## config.mk

```make
export PLATFORM = sky130hd
export DESIGN_NAME = sap_memory_unit
export DESIGN_NICKNAME = d
export VERILOG_FILES = /design/src/rtl/sap_pkg.sv /design/src/rtl/sap_ram16x8.sv /design/src/rtl/sap_memory_unit.sv
export SDC_FILE = /design/constraint.sdc
export NUM_CORES = 1
export LEC_CHECK = 0
export ABC_AREA = 1
export CORE_MARGIN = 2
export CORE_UTILIZATION = 45
export DETAILED_ROUTE_END_ITERATION = 16
export DONT_BUFFER_PORTS = 1
export SKIP_LAST_GASP = 1
export SLEW_MARGIN = 20
export SYNTH_ARGS = -nofsm -noshare
export SYNTH_HDL_FRONTEND = slang
export SYNTH_HIERARCHICAL = 1
export SYNTH_SLANG_ARGS = --single-unit
```

## constraint.sdc

```tcl
create_clock -name clk -period 2.51 [get_ports clk]
set_input_delay 0.251 -clock clk [delete_from_list [all_inputs] [get_ports clk]]
set_output_delay 0.251 -clock clk [all_outputs]
set_load 0.01 [all_outputs]
```

## src/rtl/sap_pkg.sv

```systemverilog
// Shared SAP-1 definitions: memory-stage state encoding, datapath widths and
// the control-word bit positions used by the control logic.
package sap_pkg;

  localparam int SAP_ADDR_W = 4;
  localparam int SAP_DATA_W = 8;

  // Control-word layout, MSB first: HLT MI RI RO IO II AI AO EO SU BI OI CE CO J FI
  localparam int SAP_CW_W = 16;
  localparam int CW_HLT   = 15;
  localparam int CW_MI    = 14;
  localparam int CW_RI    = 13;
  localparam int CW_RO    = 12;

  typedef enum logic [1:0] {
    MEM_INIT = 2'd0,
    MEM_RUN  = 2'd1,
    MEM_PROG = 2'd2
  } mem_state_e;

endpackage

```

## src/rtl/sap_ram16x8.sv

```systemverilog
// Register-array RAM: one synchronous write port, one asynchronous read port.
// With SAP_MEM_PARITY_EN defined, each word carries one extra stored parity bit.
module sap_ram16x8 #(
  parameter int ADDR_W = 4,
  parameter int DATA_W = 8
) (
  input  logic              clk,
  input  logic              we,
  input  logic [ADDR_W-1:0] waddr,
  input  logic [DATA_W-1:0] wdata,
  input  logic [ADDR_W-1:0] raddr,
  output logic [DATA_W-1:0] rdata
`ifdef SAP_MEM_PARITY_EN
  ,
  input  logic              wpar,
  output logic              rpar
`endif
);

  localparam int DEPTH = 2 ** ADDR_W;

  logic [DATA_W-1:0] mem_q [DEPTH];

  always_ff @(posedge clk) begin
    if (we) begin
      mem_q[waddr] <= wdata;
    end
  end

  assign rdata = mem_q[raddr];

`ifdef SAP_MEM_PARITY_EN
  logic par_q [DEPTH];

  always_ff @(posedge clk) begin
    if (we) begin
      par_q[waddr] <= wpar;
    end
  end

  assign rpar = par_q[raddr];
`endif

endmodule

```

## src/rtl/sap_memory_unit.sv

```systemverilog
// SAP-1 memory stage: MAR, zero-fill sequencer, host programming port and RAM.
// Optional stored even parity with sticky error flag under SAP_MEM_PARITY_EN.
module sap_memory_unit
  import sap_pkg::*;
#(
  parameter int ADDR_W = SAP_ADDR_W,
  parameter int DATA_W = SAP_DATA_W
) (
  input  logic              clk,
  input  logic              reset,
  input  logic [DATA_W-1:0] bus_in,
  input  logic              maddr_latch,
  input  logic              ram_latch,
  input  logic              ram_out,
  output logic [DATA_W-1:0] bus_out,
  output logic              bus_out_en,
  output logic [ADDR_W-1:0] mar_q,
  input  logic              prog_mode,
  input  logic              prog_valid,
  input  logic [ADDR_W-1:0] prog_addr,
  input  logic [DATA_W-1:0] prog_data,
  output logic              prog_ready,
  output logic [ADDR_W:0]   prog_count,
  output logic              busy
`ifdef SAP_MEM_PARITY_EN
  ,
  input  logic              par_inject,
  output logic              par_err
`endif
);

  localparam logic [ADDR_W-1:0] LAST_ADDR = {ADDR_W{1'b1}};
  localparam logic [ADDR_W:0]   PCNT_MAX  = {(ADDR_W + 1){1'b1}};

  mem_state_e        state_q, state_d;
  logic [ADDR_W-1:0] init_cnt_q, init_cnt_d;
  logic [ADDR_W-1:0] mar_d;
  logic [ADDR_W:0]   prog_count_q, prog_count_d;
  logic              prog_ready_q, prog_ready_d;
  logic              busy_q, busy_d;

  logic              ram_we;
  logic [ADDR_W-1:0] ram_waddr;
  logic [DATA_W-1:0] ram_wdata;
  logic [DATA_W-1:0] ram_rdata;

  always_comb begin
    state_d      = state_q;
    init_cnt_d   = init_cnt_q;
    mar_d        = mar_q;
    prog_count_d = prog_count_q;
    ram_we       = 1'b0;
    ram_waddr    = mar_q;
    ram_wdata    = bus_in;

    case (state_q)
      MEM_INIT: begin
        ram_we     = 1'b1;
        ram_waddr  = init_cnt_q;
        ram_wdata  = '0;
        init_cnt_d = init_cnt_q + 1'b1;
        if (init_cnt_q == LAST_ADDR) begin
          state_d      = prog_mode ? MEM_PROG : MEM_RUN;
          mar_d        = '0;
          prog_count_d = '0;
        end
      end
      MEM_RUN: begin
        // RI writes through the pre-edge MAR even when MI lands on the same edge
        ram_we = ram_latch;
        if (maddr_latch) begin
          mar_d = bus_in[ADDR_W-1:0];
        end
        if (prog_mode) begin
          state_d      = MEM_PROG;
          prog_count_d = '0;
        end
      end
      MEM_PROG: begin
        if (!prog_mode) begin
          state_d      = MEM_RUN;
          mar_d        = '0;
          prog_count_d = '0;
        end else if (prog_valid) begin
          ram_we    = 1'b1;
          ram_waddr = prog_addr;
          ram_wdata = prog_data;
          if (prog_count_q != PCNT_MAX) begin
            prog_count_d = prog_count_q + 1'b1;
          end
        end
      end
      default: begin
        state_d = MEM_INIT;
      end
    endcase

    if (reset) begin
      state_d      = MEM_INIT;
      init_cnt_d   = '0;
      mar_d        = '0;
      prog_count_d = '0;
      ram_we       = 1'b0;
    end

    busy_d       = (state_d != MEM_RUN);
    prog_ready_d = (state_d == MEM_PROG);
  end

  always_ff @(posedge clk) begin
    state_q      <= state_d;
    init_cnt_q   <= init_cnt_d;
    mar_q        <= mar_d;
    prog_count_q <= prog_count_d;
    prog_ready_q <= prog_ready_d;
    busy_q       <= busy_d;
  end

  assign bus_out_en = (state_q == MEM_RUN) && ram_out;
  assign bus_out    = bus_out_en ? ram_rdata : '0;
  assign prog_ready = prog_ready_q;
  assign prog_count = prog_count_q;
  assign busy       = busy_q;

`ifdef SAP_MEM_PARITY_EN
  logic ram_wpar;
  logic ram_rpar;
  logic par_err_q, par_err_d;

  // Injection is meaningless during zero-fill, so only RUN/PROG writes honour it
  assign ram_wpar = (^ram_wdata) ^ (par_inject && (state_q != MEM_INIT));

  always_comb begin
    par_err_d = par_err_q | (bus_out_en & ((^ram_rdata) != ram_rpar));
    if (reset) begin
      par_err_d = 1'b0;
    end
  end

  always_ff @(posedge clk) begin
    par_err_q <= par_err_d;
  end

  assign par_err = par_err_q;
`endif

  sap_ram16x8 #(
    .ADDR_W(ADDR_W),
    .DATA_W(DATA_W)
  ) u_ram (
    .clk  (clk),
    .we   (ram_we),
    .waddr(ram_waddr),
    .wdata(ram_wdata),
    .raddr(mar_q),
    .rdata(ram_rdata)
`ifdef SAP_MEM_PARITY_EN
    ,
    .wpar (ram_wpar),
    .rpar (ram_rpar)
`endif
  );

endmodule
```

==> summary.md, run 1 <==
| Metric | Value |
|---|---|
| Status | finished clean |
| Placer Congestion | 0.921 |
| Post-CTS setup repair buffer count | 0 |
| CP Capture Type | output port |
| Die Y | 126 um |
| Syn Std Cell Area | 0.00674 sq mm |
| Final Util | 0.527 |
| Layout cells sized above 1 | 0.103 |
| Worst setup margin | 0.127 ns |
| Switching Fraction | 0.198 |
| Vias in the first global route | 5037 |
| Worst hold slack | 0.0404 ns |
| Worst-path cell chain | inv_2 > nor2_2 > nand2_1 > nor2_1 |
| Maximum number of pins on one net before global-route repair | 69 |
| Port bufs | 0 |
| Post-synth EDFFs | 128 |
| Dpl cells | around 920 |
| Die area | 0.0160 sq mm |
| CP max FO | 14 |
| Power Internal | 0.00422 W |
| Top-count cell post-synth | nand2_1 |
| P_leak | 3.32 nW |
| Fin Setup TNS | 0 ns |
| Minimum clock period after layout | roughly 2.4 ns |
| Ys flop type | edfxtp_1 |
| Ys Warns | 6 |
| DRT Pass-1 Iters | 5 |
| Crit Path Class | reg2out |
| Worst path bufs/invs | 1 |
| CP required | 2.26 ns |
| FF-to-FF Start | state_q[0]$_DFF_P_ |
| Pwr Density | 684 mW/mm^2 |
| CTS Buf Count | 17 |
| Clock sinks | 145 |
| Vias per cell | 5.28 |
| Synthesized flop and latch total | 145 |
| Critical Path AT | approximately 2.1 ns |
| Antenna fix cells | 0 |
| Ports | 47 |
| Starting Density | 0.462 |
| Clock transition at path regs | 0.06 ns |
| Yosys top cell area share | 0.570 |
| CTS tree | built |
| Total core area | 0.0146 sq mm |
| Worst Skew | 0.00874 ns |
| Worst Min Path Start | bus_in[0] |
| Routed vias | between 5000 and 6000 |
| Distinct cells, synth | 29 |
| Maximum single-stage delay on the critical path | 0.68 ns |
| NetSw | 0.00104 W |
| Most frequent cells after synthesis | 209 x nand2_1, 128 x edfxtp_1, 126 x inv_1 |
| Nature of the critical path startpoint | flop |
| Syn Area/Cell | 9.23 sq um |
| Worst-margin pin slew | slightly below 0.6 ns |
| Leading area contributor after synthesis | edfxtp_1 |
| Reg2Reg Depth | 7 |
| Synthesized net count | 760 |
| Final Instance Count excl. Fillers | between 900 and 1000 |
| H-tree levels | 4 |
| Synthesis-to-layout area growth | 14.1% |
| Flop2flop setup slack | 0.22 ns |
| WHS Endpoint | mar_q[0]$_SDFFE_PP0P_ |
| Clock Latency Late Sink | 0.42 ns |
| Gr usage total | 0.222 |
| Final ANT Viol Nets | 0 |
| Row cnt | 44 |
| First-iteration detailed-routing DRC count | 483 |
| Sequential area share after synthesis | 0.621 |
| Overflow after GRT | 0 |
| Initial antenna violation count | 0 |
| CP delay by family, top | simple AND/OR/NAND/NOR gates |
| HP Class | in2reg |
| CP max stage cell | dfxtp_1 |
| Reg power frac | 0.500 |
| Hpwl dp | about 12000 um |
| Max Clk Rate | approximately 420 MHz |
| Reg-to-reg endpoint | u_ram/mem_q[10][5]$_DFFE_PP_ |
| First-pass GRT wire length | 27000 um |
| Critical path startpoint | state_q[0]$_DFF_P_ |
| Worst vdd ir | 0.000383 V |
| Layout Nets | ~790 |
| DRC viols | 0 |
| Final hold violation count | 0 |
| Worst hold stages | 4 |
| Root Driver | clkbuf_16 |
| Avg WL per Cell | between 15 and 20 um |
| Place WS | 0.281 ns |
| Clock power frac | 0.477 |
| Combinational Power Share | 0.023 |
| Total wire length | 17000 um |
| MaxCap Viol Count | 0 |
| Mapped Cells | 730 |
| Setup violators final | 0 |
| Synth top area cells | edfxtp_1 57%, nand2_1 12%, nand3_1 7.9%, inv_1 7.0%, dfxtp_1 5.0% |
| RSZ-0062 raised after global routing | false |
| Tcrit/Tclk final | 0.949 |
| Die Wd | about 130 um |
| CTS max path bufs | 2 |
| Async S/R FF share, synth | 0 |
| Slew Limit Fails | 0 |
| Slew HR | 0.614 |
==> per-layer routing <==
layer	GRT usage	vias to the layer above	routed length (um)
met2	0.346	203	7880
met4	0.0776	0	217
met1	0.303	2409	7630
met5	0	-	0
met3	0.0582	19	1300
li1	-	2398	-
==> power groups by stage <==
| stage | combinational, W | clock [W] | sequential, W |
|---|---|---|---|
| finish | 0.000122 | 0.00251 | 0.00263 |
| global route | 0.000138 | 0.00264 | 0.00263 |
| CTS | 0.000121 | 0.00255 | 0.00263 |
| detailed placement | 0.000117 | 0 | 0.00268 |
| global placement | 0.000116 | 0 | 0.00268 |
| floorplan | 0.0000791 | 0 | 0.00268 |
==> how the worst max path moves through the flow <==
stage                                         endpoint  slack, ns  cells after the start
after floorplan           u_ram/mem_q[12][0]$_DFFE_PP_       0.52                      7
after global placement     u_ram/mem_q[6][6]$_DFFE_PP_       0.28                      6
after detailed placement   u_ram/mem_q[6][4]$_DFFE_PP_       0.28                      6
after CTS                                   bus_out[6]       0.16                      7
after global routing                        bus_out[7]       0.02                      4
final                                       bus_out[6]       0.13                      4
==> through the flow <==
| step | instance area (sq um) | total power (W) |
|---|---|---|
| 2_1_floorplan | 6740 | 0.00276 |
| 3_3_place_gp | 7080 | 0.00280 |
| 3_5_place_dp | 7080 | 0.00280 |
| 4_1_cts | 7690 | 0.00531 |
| 5_1_grt | 7690 | 0.00541 |
| 6_report | 7690 | 0.00526 |
==> cell usage in the layout, fill, tap and decap left out, types with 8 or more instances in the layout <==
cell type  netlist  routed
a21oi_1          8       8
edfxtp_1       128     128
nand2_1        209     209
nand3_1        106     106
o21ai_1         11      11
buf_4            4      28
nor2_1          50      50
inv_1          126     126
dfxtp_1         17      15
clkbuf_16        0      17
==> worst reg2reg max path, delay by kind of cell (launching register included) <==
| kind | cells | cell delay (ns) |
|---|---|---|
| and+or+nand+nor | 3 | 0.60 |
| DFF | 1 | 0.68 |
| AOI/OAI and AO/OA | 2 | 0.35 |
| buffers and inverters | 2 | 0.35 |
==> cell type report <==
class	count	area [sq um]
inverter	134	505
fill	1338	6900
clock buffer	23	488
multi-input combinational	423	1870
timing repair buffer	34	310
tap	184	230
sequential	145	4190
clock inverter	9	105
==> flip-flops by register name, summed over array words and instances (netlist names) <==
name,count
u_ram/mem_q,128
prog_count,5
init_cnt_q,4
mar_q,4
state_q,2
busy,1
prog_ready,1
==> what timing repair did <==
| action | in CTS | in global routing |
|---|---|---|
| hold endpoints to repair | 7 | 0 |
| hold buffers | 2 | 0 |
| resized for setup | 1 | 2 |
| endpoints found under the setup margin | 8 | 2 |
==> cell families (layout without fill, tap and decap cells) <==
group / Yosys count / in the layout / share of synthesized area
AOI/OAI and AO/OA: 35 / 35 / 0.0291
DFF: 145 / 145 / 0.621
buffers and inverters: 162 / 200 / 0.102
and+or+nand+nor: 385 / 385 / 0.242
adders and majority gates: 3 / 3 / 0.00557
No activity file was read; power rests on OpenSTA's default activity.
==> inputs of run 2 (changes only) <==
CAP_MARGIN = 20   (was unset)
==> results of run 2 <==
Final layout, timing and power as in run 1 (identical DEF).
